==> config.mk <==
export PLATFORM = sky130hd
export DESIGN_NAME = axis_noise_gate
export DESIGN_NICKNAME = d
export VERILOG_FILES = /design/src/rtl/axis_noise_gate.sv
export SDC_FILE = /design/constraint.sdc
export NUM_CORES = 1
export LEC_CHECK = 0
export BUFFER_PORTS_ARGS = -buffer_cell sky130_fd_sc_hd__buf_2
export CORE_UTILIZATION = 47
export CTS_CLUSTER_SIZE = 28
export DETAILED_ROUTE_END_ITERATION = 10
export GPL_TIMING_DRIVEN = 0
export PLACE_DENSITY_LB_ADDON = 0.2
export RECOVER_POWER = 100
export SLEW_MARGIN = 20
export SYNTH_ARGS = -nofsm -noshare
export SYNTH_HDL_FRONTEND = slang
export SYNTH_SLANG_ARGS = --single-unit
==> constraint.sdc <==
create_clock -name clk -period 8.6 [get_ports clk]
set_input_delay 0.43 -clock clk [delete_from_list [all_inputs] [get_ports clk]]
set_output_delay 0.43 -clock clk [all_outputs]
set_load 0.01 [all_outputs]
==> src/rtl/axis_noise_gate.sv <==
// AXI-Stream stereo noise gate: per-frame peak detector driving a gain ramp FSM.
// Optional status outputs (gate_state, gate_gain) are built when NOISE_GATE_STATUS_EN is defined.
module axis_noise_gate #(
  parameter int unsigned DATA_WIDTH   = 32,
  parameter int unsigned SAMPLE_WIDTH = 24,
  parameter int unsigned OPEN_TH      = 4096,
  parameter int unsigned CLOSE_TH     = 3072,
  parameter int unsigned HOLD_FRAMES  = 4800,
  parameter int unsigned ATTACK_STEP  = 32,
  parameter int unsigned RELEASE_STEP = 2
) (
  input  logic                  clk,
  input  logic                  resetn,
  input  logic                  gate_enable,
  input  logic [DATA_WIDTH-1:0] s_axis_data,
  input  logic                  s_axis_valid,
  output logic                  s_axis_ready,
  input  logic                  s_axis_last,
  output logic [DATA_WIDTH-1:0] m_axis_data,
  output logic                  m_axis_valid,
  input  logic                  m_axis_ready,
  output logic                  m_axis_last
`ifdef NOISE_GATE_STATUS_EN
  ,
  output logic [2:0]            gate_state,
  output logic [8:0]            gate_gain
`endif
);

  localparam int unsigned SW = SAMPLE_WIDTH;
  localparam int unsigned PW = SAMPLE_WIDTH + 10;
  localparam int unsigned HW = (HOLD_FRAMES > 1) ? $clog2(HOLD_FRAMES) : 1;
  localparam logic [8:0]    GAIN_MAX     = 9'd256;
  localparam logic [8:0]    ATTACK_FIRST = (ATTACK_STEP >= 256) ? 9'd256 : 9'(ATTACK_STEP);
  localparam logic [SW-1:0] S_MIN        = {1'b1, {(SW-1){1'b0}}};
  localparam logic [SW-1:0] S_MAX        = {1'b0, {(SW-1){1'b1}}};

  typedef enum logic [2:0] {
    ST_CLOSED  = 3'd0,
    ST_ATTACK  = 3'd1,
    ST_OPEN    = 3'd2,
    ST_HOLD    = 3'd3,
    ST_RELEASE = 3'd4
  } state_t;

  state_t         state;
  logic [8:0]     gain;
  logic [HW-1:0]  hold_cnt;
  logic [SW-1:0]  peak_acc;

  logic                 accept;
  logic [SW-1:0]        x_raw;
  logic signed [SW-1:0] x;
  logic [SW-1:0]        abs_x;
  logic [SW-1:0]        peak;
  logic                 open_hit;
  logic                 close_hit;
  logic [9:0]           up_sum;
  logic [8:0]           gain_up;
  logic [8:0]           gain_dn;
  logic signed [9:0]    gain_s;
  logic signed [PW-1:0] prod;
  logic signed [SW-1:0] y;
  logic signed [SW-1:0] out_s;

  assign s_axis_ready = ~m_axis_valid | m_axis_ready;
  assign accept       = s_axis_valid & s_axis_ready;
  assign x_raw        = s_axis_data[SW-1:0];
  assign x            = signed'(x_raw);

  // Saturating magnitude: the most negative sample maps to the largest positive one
  always_comb begin
    abs_x = x_raw[SW-1] ? SW'(-x) : x_raw;
    if (x_raw == S_MIN) abs_x = S_MAX;
  end

  assign peak      = (abs_x > peak_acc) ? abs_x : peak_acc;
  assign open_hit  = (peak >= SW'(OPEN_TH));
  assign close_hit = (peak <  SW'(CLOSE_TH));

  assign up_sum  = {1'b0, gain} + 10'(ATTACK_STEP);
  assign gain_up = (up_sum >= 10'd256) ? GAIN_MAX : up_sum[8:0];
  assign gain_dn = (gain <= 9'(RELEASE_STEP)) ? 9'd0 : gain - 9'(RELEASE_STEP);

  // Gain 256 needs a 10-bit signed multiplier operand to stay positive
  assign gain_s = signed'({1'b0, gain});
  assign prod   = PW'(x) * PW'(gain_s);
  assign y      = prod[SW+7:8];
  assign out_s  = gate_enable ? y : x;

  // Single output register stage
  always_ff @(posedge clk or negedge resetn) begin
    if (!resetn) begin
      m_axis_valid <= 1'b0;
      m_axis_data  <= '0;
      m_axis_last  <= 1'b0;
    end else if (accept) begin
      m_axis_valid <= 1'b1;
      m_axis_data  <= DATA_WIDTH'(out_s);
      m_axis_last  <= s_axis_last;
    end else if (m_axis_ready) begin
      m_axis_valid <= 1'b0;
    end
  end

  // Gate FSM: advances once per frame on the accepted right-channel word
  always_ff @(posedge clk or negedge resetn) begin
    if (!resetn) begin
      state    <= ST_CLOSED;
      gain     <= 9'd0;
      hold_cnt <= '0;
      peak_acc <= '0;
    end else if (accept) begin
      peak_acc <= s_axis_last ? '0 : peak;
      if (!gate_enable) begin
        state    <= ST_OPEN;
        gain     <= GAIN_MAX;
        hold_cnt <= '0;
      end else if (s_axis_last) begin
        case (state)
          ST_CLOSED: begin
            gain <= 9'd0;
            if (open_hit) begin
              gain  <= ATTACK_FIRST;
              state <= (ATTACK_FIRST == GAIN_MAX) ? ST_OPEN : ST_ATTACK;
            end
          end
          ST_ATTACK: begin
            gain <= gain_up;
            if (gain_up == GAIN_MAX) state <= ST_OPEN;
          end
          ST_OPEN: begin
            gain <= GAIN_MAX;
            if (close_hit) begin
              state    <= ST_HOLD;
              hold_cnt <= '0;
            end
          end
          ST_HOLD: begin
            if (open_hit) begin
              state <= ST_OPEN;
            end else if (hold_cnt == HW'(HOLD_FRAMES - 1)) begin
              gain  <= gain_dn;
              state <= (gain_dn == 9'd0) ? ST_CLOSED : ST_RELEASE;
            end else begin
              hold_cnt <= hold_cnt + HW'(1);
            end
          end
          ST_RELEASE: begin
            if (open_hit) begin
              state <= ST_ATTACK;
            end else begin
              gain <= gain_dn;
              if (gain_dn == 9'd0) state <= ST_CLOSED;
            end
          end
          default: begin
            state <= ST_CLOSED;
            gain  <= 9'd0;
          end
        endcase
      end
    end
  end

  logic unused_prod;
  assign unused_prod = ^{prod[PW-1:SW+8], prod[7:0]};

  generate
    if (DATA_WIDTH > SAMPLE_WIDTH) begin : g_unused_hi
      logic unused_hi;
      assign unused_hi = ^s_axis_data[DATA_WIDTH-1:SAMPLE_WIDTH];
    end
  endgenerate

`ifdef NOISE_GATE_STATUS_EN
  assign gate_state = state;
  assign gate_gain  = gain;
`else
  // Status taps not built; datapath unchanged
`endif

endmodule

==> results.yml <==
critical_path:
  rr_worst_depth: 22
  crit_buf_inv: 5
  start_kind: "flop"
  worstPathArrival_ps: 7740
  cp-end-kind: "flop"
  path_delay_family: "adder cells"
  worstPathRequired_ps: 8850
  timing.critical_path.fanout_max: 10
  worst_path_largest_cell_delay_ps: 600
  critical_path_cell_count: 22
  path_common_cell: "sky130_fd_sc_hd__fa_1"
  criticalPathCategory: "flop to flop"
  timing.critical_path.cells: "clkbuf_1 -> clkbuf_1 -> nand2_1 -> fa_1 -> inv_1 -> fa_1 -> inv_1 -> fa_1 -> inv_1 -> fa_1 -> fa_1 -> ha_1 -> a21oi_1 -> a21oi_1 -> or2_2 -> a221o_1 -> a41oi_1 -> nand3b_1 -> a21oi_1 -> o311ai_0 -> a21oi_1 -> nand3b_1"
  worst_path_max_delay_cell: "sky130_fd_sc_hd__o311ai_0"
yosys:
  post_synth.cell_area_avg_um2: 8.55
  ys_warn_count: 0
  fraction_of_post_synthesis_cell_area_in_the_top_cell_type_by_area_pct: 27.5
  syn-cell-area_um2: 12400
  synthCells: 1445
  ys_async_rst_share_pct: 100
  post_synth_main_area_contributors: "sky130_fd_sc_hd__fa_1 (28%), sky130_fd_sc_hd__dfrtp_1 (15%), sky130_fd_sc_hd__ha_1 (9.7%)"
  synth.ff_latch_count: 75
  yosys.area_share.xor_xnor_pct: 3.26
  post_synth_fa_ha_maj_area_fraction_pct: 37.3
  netlist-cell-type-count: 70
  synth-compound-area-share_pct: 12.6
  synth_enable_flop_cells: 0
  synthSimpleGateAreaFrac_pct: 19.9
  synthesis.nets: 1749
  post_synth_mux_area_share_pct: 1.64
  combinational_family_with_the_most_area_after_synthesis: "adder cells"
  post_synth_top_flop: "sky130_fd_sc_hd__dfrtp_1"
  largest_area_contributor_in_the_synthesized_netlist: "sky130_fd_sc_hd__fa_1"
  seq_area_frac_synth_pct: 15.2
global_route:
  vias_in_the_first_global_route: 10768
  grt_max_degree: 41
  groute.layer.met1.usage_pct: 38.5
  gr-usage-all-layers_pct: 28.1
  globalRouteMet2Util_pct: 46.0
  overflow: 0
  globalRoute.busiestLayer: "met2"
  wire_length_of_the_first_global_routing_pass_mm: 57.8
  antenna_found_initial: 1
  global_route.usage.met3_pct: 3.31
timing:
  final_max_slew_viol_count: 78
  finalHoldViolCount: 0
  grt_setup_unrepaired: "no"
  fmax_ghz: 0.133
  tightestPinTransition_ps: 2400
  post-route-min-period_ps: 7490
  fin_tns_setup_ps: 0
  slew_headroom_pct: -60.1
  setup_ws_post_layout_ps: 1110
  clock-skew-final_ps: 12.8
  layout_worst_path_cycle_share_pct: 87.1
  setup_viol_count_final: 0
outcome:
  failed_checks: "max-capacitance violations, max-slew violations"
  status: "finished, violations left"
clock_network:
  tritoncts.num_buffers: 9
  ctsHtreeMaxLevel: 3
  cts_tree: "built"
  postCtsSetupRepairBufs: 0
  cts.root.buffer_cell: "sky130_fd_sc_hd__clkbuf_16"
  clkSinkCount: 75
  postCtsHoldBufs: 0
  cts.reportedPaths.clkPinSlew_ps: 70
  clock_path_buffers: 2
  ctsResizeCount: 0
  clk-insertion-delay-late_ps: 370
layout:
  final_util_pct: 52.2
  drive_above_1_share_pct: 4.67
  fillerInstances: 2430
  area_growth_syn_to_layout_pct: 7.63
  commonest_non_fill_non_tap_cells_in_the_layout: "sky130_fd_sc_hd__inv_1 (229), sky130_fd_sc_hd__fa_1 (170), sky130_fd_sc_hd__nand2_1 (159)"
  mostFrequentLayoutCell: "sky130_fd_sc_hd__inv_1"
  nets: 1819
hold_path:
  holdPathStages: 2
  hold_class: "primary input to flop"
floorplan:
  io_pins: 73
  dieHeight_um: 164
  core_um2: 25500
  floorplan_row_count: 58
  die_x_um: 164
  fp.dieArea_um2: 26900
  initial_core_util_pct: 48.5
pwr:
  leakage_uw: 0.00663
  peakVddDrop_mv: 0.226
  power_density_nw_per_um2: 391
place:
  io_buffer_count: 57
  post_dp_hpwl_mm: 27.0
  dp_slack_ps: 1170
  gp_routability_congestion: 0.906
detailed_routing:
  routed_via_count_divided_by_cell_count: 5.63
  ant_nets_after_route: 0
  via_count: 10425
  remaining_routing_drc_violations: 0
  routed_wirelength_mm: 35.2
  first_iter_violations: 736
  routedWlPerCell_um: 19.0
  firstDrtPassIters: 6
job:
  max_cap_viol_count: 2
[worst paths after layout]
path | startpoint | endpoint | slack, ps
setup / recovery | gain[3] | m_axis_data[23] | 1110
hold / removal | s_axis_valid | m_axis_valid | 280
setup reg to reg | gain[3] | m_axis_data[23] | 1110
hold reg to reg | hold_cnt[12] | hold_cnt[12] | 480
max in group asynchronous | resetn | m_axis_data[2] | 4920
min in group asynchronous | resetn | hold_cnt[5] | 800
[area by class of cell]
class / instances / area, µm² / share of cell area (%)
Multi-Input combinational cell: 1046 / 9200 / 69.2
Sequential cell: 75 / 1880 / 14.1
Inverter: 230 / 863 / 6.49
Tap cell: 330 / 413 / 3.10
Buffer: 94 / 383 / 2.88
Timing Repair Buffer: 59 / 259 / 1.95
Clock buffer: 10 / 229 / 1.72
Clock inverter: 6 / 71.3 / 0.536
Antenna cell: 1 / 2.50 / 0.0188
[worst register-to-register path: cells and delay by family, from the launching register on]
| kind | cells | cell delay, ps |
|---|---|---|
| adder cells (fa/ha/maj) | 6 | 2940 |
| AO/OA/AOI/OAI | 7 | 1990 |
| buffers and inverters | 5 | 1130 |
| AND/OR/NAND/NOR | 4 | 910 |
| flip-flops | 1 | 420 |
[Yosys cell counts (3+ instances only)]
master and n:
sky130_fd_sc_hd__inv_1 229, sky130_fd_sc_hd__fa_1 170, sky130_fd_sc_hd__nand2_1 159, sky130_fd_sc_hd__and2_1 129, sky130_fd_sc_hd__ha_1 96, sky130_fd_sc_hd__clkbuf_1 80, sky130_fd_sc_hd__dfrtp_1 75, sky130_fd_sc_hd__nor2_1 63
sky130_fd_sc_hd__o21ai_0 59, sky130_fd_sc_hd__a21oi_1 42, sky130_fd_sc_hd__a22oi_1 26, sky130_fd_sc_hd__o22ai_1 25, sky130_fd_sc_hd__xor2_1 25, sky130_fd_sc_hd__o31ai_1 21, sky130_fd_sc_hd__xnor2_1 21, sky130_fd_sc_hd__nand3_1 20
sky130_fd_sc_hd__mux2i_1 18, sky130_fd_sc_hd__and3_1 14, sky130_fd_sc_hd__a21o_1 13, sky130_fd_sc_hd__nor3_1 13, sky130_fd_sc_hd__nand2b_1 11, sky130_fd_sc_hd__a31oi_1 9, sky130_fd_sc_hd__or2_2 9, sky130_fd_sc_hd__buf_4 8
sky130_fd_sc_hd__nand3b_1 6, sky130_fd_sc_hd__nand4_1 6, sky130_fd_sc_hd__nor3b_1 6, sky130_fd_sc_hd__nor4_1 6, sky130_fd_sc_hd__nor2b_1 5, sky130_fd_sc_hd__a211oi_1 4, sky130_fd_sc_hd__buf_1 4, sky130_fd_sc_hd__o211ai_1 4
sky130_fd_sc_hd__or4_1 4, sky130_fd_sc_hd__a211o_1 3, sky130_fd_sc_hd__a22o_1 3, sky130_fd_sc_hd__nor4b_1 3, sky130_fd_sc_hd__o2111ai_1 3, sky130_fd_sc_hd__o21a_1 3, sky130_fd_sc_hd__o21bai_1 3, sky130_fd_sc_hd__o41ai_1 3
sky130_fd_sc_hd__or3_1 3, sky130_fd_sc_hd__or4b_2 3
[state kept, by name, summed over array words and instances (netlist names)]
name	cells
state	3
peak_acc	24
hold_cnt	13
m_axis_last	1
gain	9
m_axis_data	24
m_axis_valid	1
[through the flow]
| stage | cells | power [µW] | area [µm²] | hold slack (ps) |
|---|---|---|---|---|
| floorplan | 1445 | 3820 | 12400 | 134 |
| global placement | 1832 | 4690 | 13100 | 456 |
| detailed placement | 1834 | 4790 | 13100 | 464 |
| CTS | 1850 | 5250 | 13400 | 86.4 |
| global route | 1850 | 5900 | 13300 | 298 |
| finish | 1851 | 5210 | 13300 | 284 |
[where the power goes]
group	leakage [µW]	switching (µW)	internal [µW]
combinational	0.00552	2460	1750
sequential	0.000970	92.0	477
clock	0.000140	196	228
[logic make-up after synthesis]
group / Yosys count
AO/OA/AOI/OAI: 241
buffers and inverters: 324
multiplexers: 20
flip-flops: 75
AND/OR/NAND/NOR: 473
adder cells (fa/ha/maj): 266
XOR/XNOR: 46
[per-layer routing]
layer,vias to the layer above,wire length [µm]
li1,4813,-
met1,5251,15800
met2,312,16600
met3,49,1840
met4,0,943
met5,-,0
No activity file was read; power rests on OpenSTA's default activity.
